===== src/rtl/regfile_pkg.sv =====
`default_nettype none
// ============================================================================
// Module   : regfile_pkg
// Brief    : Shared defaults and index-legality helper for the register file.
// Revision : 1.0
// ============================================================================
package regfile_pkg;

  localparam int DATA_W_DEF   = 32;
  localparam int NUM_REGS_DEF = 32;
  localparam int ADDR_W_DEF   = 5;
  localparam int REG_ZERO     = 0;

  // An index is legal when it names a real register that can hold state.
  function automatic logic idx_legal(input int idx, input int num_regs, input bit zero_reg);
    return (idx < num_regs) && !(zero_reg && (idx == REG_ZERO));
  endfunction

endpackage : regfile_pkg
`default_nettype wire


===== src/rtl/rf_read_port.sv =====
`default_nettype none
// ============================================================================
// Module   : rf_read_port
// Brief    : One combinational read path with write bypass and hazard flag.
// Revision : 1.0
// ============================================================================
module rf_read_port
  import regfile_pkg::*;
#(
  parameter int DATA_W   = DATA_W_DEF,
  parameter int NUM_REGS = NUM_REGS_DEF,
  parameter int ADDR_W   = ADDR_W_DEF,
  parameter int ZERO_REG = 1,
  parameter int BYPASS   = 1
) (
  input  logic [NUM_REGS-1:0][DATA_W-1:0] regs,
  input  logic [NUM_REGS-1:0]             pend,
  input  logic [ADDR_W-1:0]               idx,
  input  logic                            wr_legal,
  input  logic [ADDR_W-1:0]               wr_idx,
  input  logic [DATA_W-1:0]               wr_data,
  output logic [DATA_W-1:0]               data,
  output logic                            hazard
);

  localparam int IDX_W = (NUM_REGS > 1) ? $clog2(NUM_REGS) : 1;

  logic w_idx_legal;
  logic w_bypass_hit;

  assign w_idx_legal  = idx_legal(32'(idx), NUM_REGS, ZERO_REG != 0);
  assign w_bypass_hit = (BYPASS != 0) && wr_legal && (wr_idx == idx);

  // A forwarded write both supplies the data and retires the pending producer.
  always_comb begin
    data   = '0;
    hazard = 1'b0;
    if (w_bypass_hit) begin
      data = wr_data;
    end else if (w_idx_legal) begin
      data   = regs[idx[IDX_W-1:0]];
      hazard = pend[idx[IDX_W-1:0]];
    end
  end

endmodule : rf_read_port
`default_nettype wire


===== src/rtl/regfile_sb.sv =====
`default_nettype none
// ============================================================================
// Module   : regfile_sb
// Brief    : 2R/1W register file with per-register pending scoreboard.
// Revision : 1.0
// ============================================================================
module regfile_sb
  import regfile_pkg::*;
#(
  parameter int DATA_W   = DATA_W_DEF,
  parameter int NUM_REGS = NUM_REGS_DEF,
  parameter int ADDR_W   = ADDR_W_DEF,
  parameter int ZERO_REG = 1,
  parameter int BYPASS   = 1
) (
  input  logic              clk,
  input  logic              rst,
  input  logic [ADDR_W-1:0] rs,
  input  logic [ADDR_W-1:0] rt,
  input  logic [ADDR_W-1:0] rd,
  input  logic              we,
  input  logic [DATA_W-1:0] i_data,
  input  logic              set_pend,
  input  logic [ADDR_W-1:0] pend_idx,
  output logic [DATA_W-1:0] out_data_a,
  output logic [DATA_W-1:0] out_data_b,
  output logic              hazard_a,
  output logic              hazard_b,
  output logic              any_pend
);

  localparam int IDX_W = (NUM_REGS > 1) ? $clog2(NUM_REGS) : 1;

  logic [NUM_REGS-1:0][DATA_W-1:0] r_regs;
  logic [NUM_REGS-1:0]             r_pend;
  logic                            w_wr_legal;
  logic                            w_set_legal;

  // Gating with rst keeps the bypass path from leaking write data during reset.
  assign w_wr_legal  = we && rst && idx_legal(32'(rd), NUM_REGS, ZERO_REG != 0);
  assign w_set_legal = set_pend && idx_legal(32'(pend_idx), NUM_REGS, ZERO_REG != 0);

  // Set is applied after clear so a same-index issue/retire leaves the bit set.
  always_ff @(posedge clk or negedge rst) begin
    if (!rst) begin
      r_regs <= '0;
      r_pend <= '0;
    end else begin
      if (w_wr_legal) begin
        r_regs[rd[IDX_W-1:0]] <= i_data;
        r_pend[rd[IDX_W-1:0]] <= 1'b0;
      end
      if (w_set_legal) begin
        r_pend[pend_idx[IDX_W-1:0]] <= 1'b1;
      end
    end
  end

  assign any_pend = |r_pend;

  rf_read_port #(
    .DATA_W  (DATA_W),
    .NUM_REGS(NUM_REGS),
    .ADDR_W  (ADDR_W),
    .ZERO_REG(ZERO_REG),
    .BYPASS  (BYPASS)
  ) u_port_a (
    .regs    (r_regs),
    .pend    (r_pend),
    .idx     (rs),
    .wr_legal(w_wr_legal),
    .wr_idx  (rd),
    .wr_data (i_data),
    .data    (out_data_a),
    .hazard  (hazard_a)
  );

  rf_read_port #(
    .DATA_W  (DATA_W),
    .NUM_REGS(NUM_REGS),
    .ADDR_W  (ADDR_W),
    .ZERO_REG(ZERO_REG),
    .BYPASS  (BYPASS)
  ) u_port_b (
    .regs    (r_regs),
    .pend    (r_pend),
    .idx     (rt),
    .wr_legal(w_wr_legal),
    .wr_idx  (rd),
    .wr_data (i_data),
    .data    (out_data_b),
    .hazard  (hazard_b)
  );

endmodule : regfile_sb
`default_nettype wire

===== config.mk =====
export PLATFORM = sky130hd
export DESIGN_NAME = regfile_sb
export DESIGN_NICKNAME = d
export VERILOG_FILES = /design/src/rtl/regfile_pkg.sv /design/src/rtl/rf_read_port.sv /design/src/rtl/regfile_sb.sv
export SDC_FILE = /design/constraint.sdc
export NUM_CORES = 2
export LEC_CHECK = 0
export ABC_CLOCK_PERIOD_IN_PS = 2900
export CORE_MARGIN = 8
export CORE_UTILIZATION = 50
export CTS_BUF_LIST = sky130_fd_sc_hd__clkbuf_4 sky130_fd_sc_hd__clkbuf_8
export DETAILED_ROUTE_END_ITERATION = 8
export PLACE_DENSITY_LB_ADDON = 0.05
export SLEW_MARGIN = 20
export SYNTH_ARGS = -nofsm -noshare
export SYNTH_HDL_FRONTEND = slang
export SYNTH_SLANG_ARGS = --single-unit

===== constraint.sdc =====
create_clock -name clk -period 2.9 [get_ports clk]
set_input_delay 0.29 -clock clk [delete_from_list [all_inputs] [get_ports clk]]
set_output_delay 0.29 -clock clk [all_outputs]
set_load 0.01 [all_outputs]

Yosys cells after proc, flatten, opt, wreduce, memory -nomap -nowiden --
Index checks and enable logic that the tools add are counted.
Word-level totals: register bits 1056, bits of input ports 56, output and inout port bits 67, word-level logic and storage cells 83
Cells by class: magnitude comparators 6, eq/ne operators 2, mux-type cells 25, bitwise gates (word level) 3, reductions and logical operators 14
Operators with widths (count):
- bitwise mux 1024 bit | 1
- binary-select mux 32 bit (select 5 bit) | 2
- 2-to-1 mux 32 bit | 9
- demux 32 bit (select 5 bit) | 1
- AND 32 bit | 1
- inverter 32 bit | 1
- OR 32 bit | 1
- OR reduction 32 bit | 1
- less-than comparator 5 x 6 -> 1 bit (second input constant) | 4
- zero test 5 bit | 4
- binary-select mux 1 bit (select 5 bit) | 2
- demux 1 bit (select 5 bit) | 2
- equality test 5 bit | 2
- >= comparator 5 x 1 -> 1 bit (second input constant) | 2
- 2-to-1 mux 1 bit | 8
- logical AND 1 bit | 7
- zero test 1 bit | 2

Depth between registers and ports, before layout --
depth after elaboration 9, depth in mapped cells 10, gate-level depth less buffers 5

Hierarchy --
From an unflattened synthesis, not the netlist that was laid out.
Unflattened totals: cells, all modules 4154, area total of the unflattened synthesis 57521.4 um^2
By module, submodules not included:
- regfile_sb | instances 1, cells an instance 2400, area an instance 39364.0 um^2, seq. area each 26425.3 um^2
- rf_read_port | instances 2, cells an instance 877, area an instance 9078.7 um^2, seq. area each 0.0 um^2

Least setup slack after synthesis --
No wires, ideal clock.
path kind input to output, from input rs[0], to output out_data_a[18], arrival 2.186 ns, required time 2.610 ns, setup slack 0.424 ns, stages on the path 5, path buffers 1, cells stage by stage clkbuf_1 > mux4_2 > mux2_2 > a221o_1 > a32o_1
Between the ends: word-level cells in the longest chain between the ends 4, elaborated cells between the ends (all ways) 7, those cells by class eq/ne: 1; mux: 4; reduce/logical: 2
RTL lines:
- start: declaration | RTL line regfile_sb.sv:18 | input logic [ADDR_W-1:0] rs,
- binary-select mux 32 bit (select 5 bit) | RTL line rf_read_port.sv:41 | data = regs[idx[IDX_W-1:0]];
- 2-to-1 mux 32 bit (not written as such) | RTL line rf_read_port.sv:41
- 2-to-1 mux 32 bit | RTL line rf_read_port.sv:40 | end else if (w_idx_legal) begin
- 2-to-1 mux 32 bit (*) | RTL line rf_read_port.sv:38 | if (w_bypass_hit) begin
- end: declaration | RTL line regfile_sb.sv:25 | output logic [DATA_W-1:0] out_data_a,
Every way passes the cells marked *; elsewhere a longest branch is shown, timed or not. The select of a mux whose other input is x is not followed.

Final worst setup path --
from register r_regs[351] (netlist bit), to output out_data_a[31]
Between the ends: word-level cells in the longest chain between the ends 4
RTL lines:
- start: declaration | RTL line regfile_sb.sv:34 | logic [NUM_REGS-1:0][DATA_W-1:0] r_regs;
- start signal: indexed assignment | RTL line regfile_sb.sv:50 | r_regs[rd[IDX_W-1:0]] <= i_data;
- binary-select mux 32 bit (select 5 bit) | RTL line rf_read_port.sv:41
- 2-to-1 mux 32 bit (not written as such) | RTL line rf_read_port.sv:41
- 2-to-1 mux 32 bit | RTL line rf_read_port.sv:40
- 2-to-1 mux 32 bit | RTL line rf_read_port.sv:38
No other way between the ends. The select of a mux whose other input is x is not followed.

==> run metrics <==
Post-DRT Antenna Nets=0; wire length of the first global-routing pass=318000 µm; routed wire length per instance=~34 µm; worst setup path class=flip-flop to output port; Worst setup EP type=output port; die area=127000 µm²; most used standard cells in the synthesized netlist=1056 x dfrtp_1, 1040 x mux2_2, 527 x mux2i_1; mean area per synthesized cell=about 13 µm²; final cell count without fillers=roughly 6500; clock tree buffer depth=3; layout filler cell count=9061; Total Power Consumption=41400 µW; final setup fails=43; fraction of post-synthesis cell area in the top cell type by area=0.457; number of buffers added by the clock tree synthesis step=187; Worst Hold Class=input pin to asynchronous set/reset pin; setup slack of the worst register-to-register path=1900 ps; unrepaired setup endpoints after global routing=yes; top post-synthesis cells by area=dfrtp_1 46%, mux2_2 20%, mux4_2 11%; Area Overhead vs Synth=22.6%; outcome=finished, violations left; Iter 0 DRT Violations=between 4000 and 5000; antenna violations before repair=4; Port Buf Inserts=between 100 and 150; Worst R2R Path Depth=3; Worst Skew=0 ps; proportion of register bits with asynchronous set or reset after synthesis=1.00; via count of the first global-routing pass=43711; number of enable flip-flop cells after synthesis=0; worst slew slack as a fraction of its limit=0.301; cell leakage power=0.0329 µW; overall die height=356 µm; worst setup margin=-245 ps; crit-path max FO=3; ratio of cells with drive above 1 in the final layout=0.526; cell type contributing the most total cell area after synthesis=dfrtp_1; total routing resource utilization after global routing=0.343; final hold violations=0; number of register bits inferred by synthesis=1056; clock tree sinks=between 1000 and 1500; pins over their slew limit=0; launching point of the worst reg2reg path=r_regs[374]; Initial Util=0.505; power density cells=584 nW/µm²; floorplan die width=between 300 and 400 µm; leading cell type by number of instances after synthesis=dfrtp_1; synthesized cell area=57800 µm²; Final period util=1.08; transition time at the pin with the least slew margin=about 1000 ps; root buffer cell=clkbuf_8; failing checks=negative setup slack; number of warnings printed during yosys synthesis=0; standard-cell rows=124; DP HPWL=~140000 µm; arrival time at the worst endpoint=2850 ps; Mapped Cells=approximately 4400; Worst-Skew Late Latency=860 ps; overflow left after global routing=0; number of distinct standard cells referenced by the synthesized netlist=46; count of max-cap constraint violations=0; IO Count=123; Placed Instances=6010; data required time of the worst path=2610 ps; clock tree from TritonCTS=yes; number of H-tree levels=4; total wirelength of the detailed-routed design=about 220000 µm; clock-pin slew reported for the worst setup and hold paths after clock tree synthesis=60 ps; DRC violation count after routing=0; first-pass iteration count of the detailed router=5; global placement routability congestion=0.860; portion of the post-synthesis area used by sequential elements=0.457; category of the worst setup path launch point=flip-flop; total number of vias=43248; Net Count, Synth=about 4400; Synth Flop Type=dfrtp_1; reg-to-reg endpoint=r_regs[374]; post-layout minimum cycle time=3140 ps; highest clock frequency the design can meet=318 MHz; core region area=115000 µm²; Nets=4852; peak ir drop on the vdd network=0.000435 V; maximum number of pins on one net before global-route repair=164; Via density=6.70
## power by group
part / internal, µW / total (µW) / switching [µW]
Sequential: 16700 / 18200 / 1490
Clock: 8260 / 14800 / 6520
Combinational: 4630 / 8460 / 3840
## critical path, cell delays in order (launching register included)
cell	delay, ps
dfrtp_1	400
mux4_2	470
mux2_4	280
a221o_1	360
a32o_2	320
buf_6	150
## worst max-delay path by stage
stage,startpoint,endpoint,slack (ps),cells after the start
detailed placement,rd[0],out_data_b[31],-740,9
global placement,rd[0],out_data_a[4],-1310,8
floorplan,rs[0],out_data_a[18],420,5
finish,r_regs[351],out_data_a[31],-240,5
CTS,r_regs[370],out_data_a[18],-280,5
global route,r_regs[370],out_data_a[18],-320,5
## metal layers
metal	vias up	global-route usage	routed length, µm	part of all wire
li1	17495	-	-	-
met1	23096	0.483	93400	0.42
met2	2150	0.515	97900	0.45
met3	507	0.0840	20000	0.091
met4	0	0.128	8730	0.040
met5	-	0	0	0
## layout make-up
type / count / area (µm²) / share of cell area
Multi-Input combinational cell: 2782 / 30900 / 0.436
Sequential cell: 1056 / 26400 / 0.373
Timing Repair Buffer: 748 / 7630 / 0.108
Clock buffer: 293 / 3670 / 0.0518
Tap cell: 1512 / 1890 / 0.0267
Clock inverter: 39 / 290 / 0.00410
Inverter: 21 / 78.8 / 0.00111
Antenna cell: 3 / 7.51 / 0.000106
## metrics by stage
stage	worst slack, ps	util	hold WS [ps]	setup TNS, ps	area (µm²)
after floorplan	424	-	-5.59	0	57800
after global placement	-1310	0.566	278	-59530	64900
after detailed placement	-742	0.567	278	-32490	64900
after CTS	-276	0.615	167	-7270	70400
after global routing	-317	0.619	173	-8170	70900
final	-245	0.619	176	-3570	70900
## cell families (layout without fill, tap and decap cells)
family | count (synthesis) | count (layout) | share of synthesized area
xor gates and xnor gates | 10 | 10 | 0.00152
muxes | 1844 | 1844 | 0.402
buffers and inverters | 517 | 1101 | 0.0370
AOI/OAI and AO/OA | 541 | 541 | 0.0668
DFF | 1056 | 1056 | 0.457
other | 0 | 3 | 0
and+or+nand+nor | 387 | 387 | 0.0357
## registers in the layout, summed over array words and instances, names as in the netlist
| register | flops |
|---|---|
| r_regs | 1024 |
| r_pend | 32 |
## layout by cell type, fill, tap and decap left out, types with 31 or more instances in the layout
cell type        instances
a211oi_2                40
a21oi_1                138
a22o_1                  31
a22oi_1                167
a32o_1                  35
buf_12                 143
buf_2                   46
buf_4                  470
buf_6                   33
clkbuf_4                58
clkbuf_8               235
clkdlybuf4s50_1         39
dfrtp_1               1056
mux2_2                1003
mux2_4                  37
mux2i_1                523
mux4_2                 277
nand2_1                 69
nand3_1                 45
nor2b_1                 45
nor4_1                  39
## timing repair
| action | 4_1_cts | 5_1_grt |
|---|---|---|
| hold endpoints to repair | 409 | 0 |
| hold buffers | 2 | 0 |
| cloned | 1 | 0 |
| buffers inserted | 106 | 17 |
| pin swaps | 143 | 49 |
| gates resized for setup | 522 | 69 |
| setup endpoints to repair | 67 | 66 |
No activity file was read; power rests on OpenSTA's default activity.
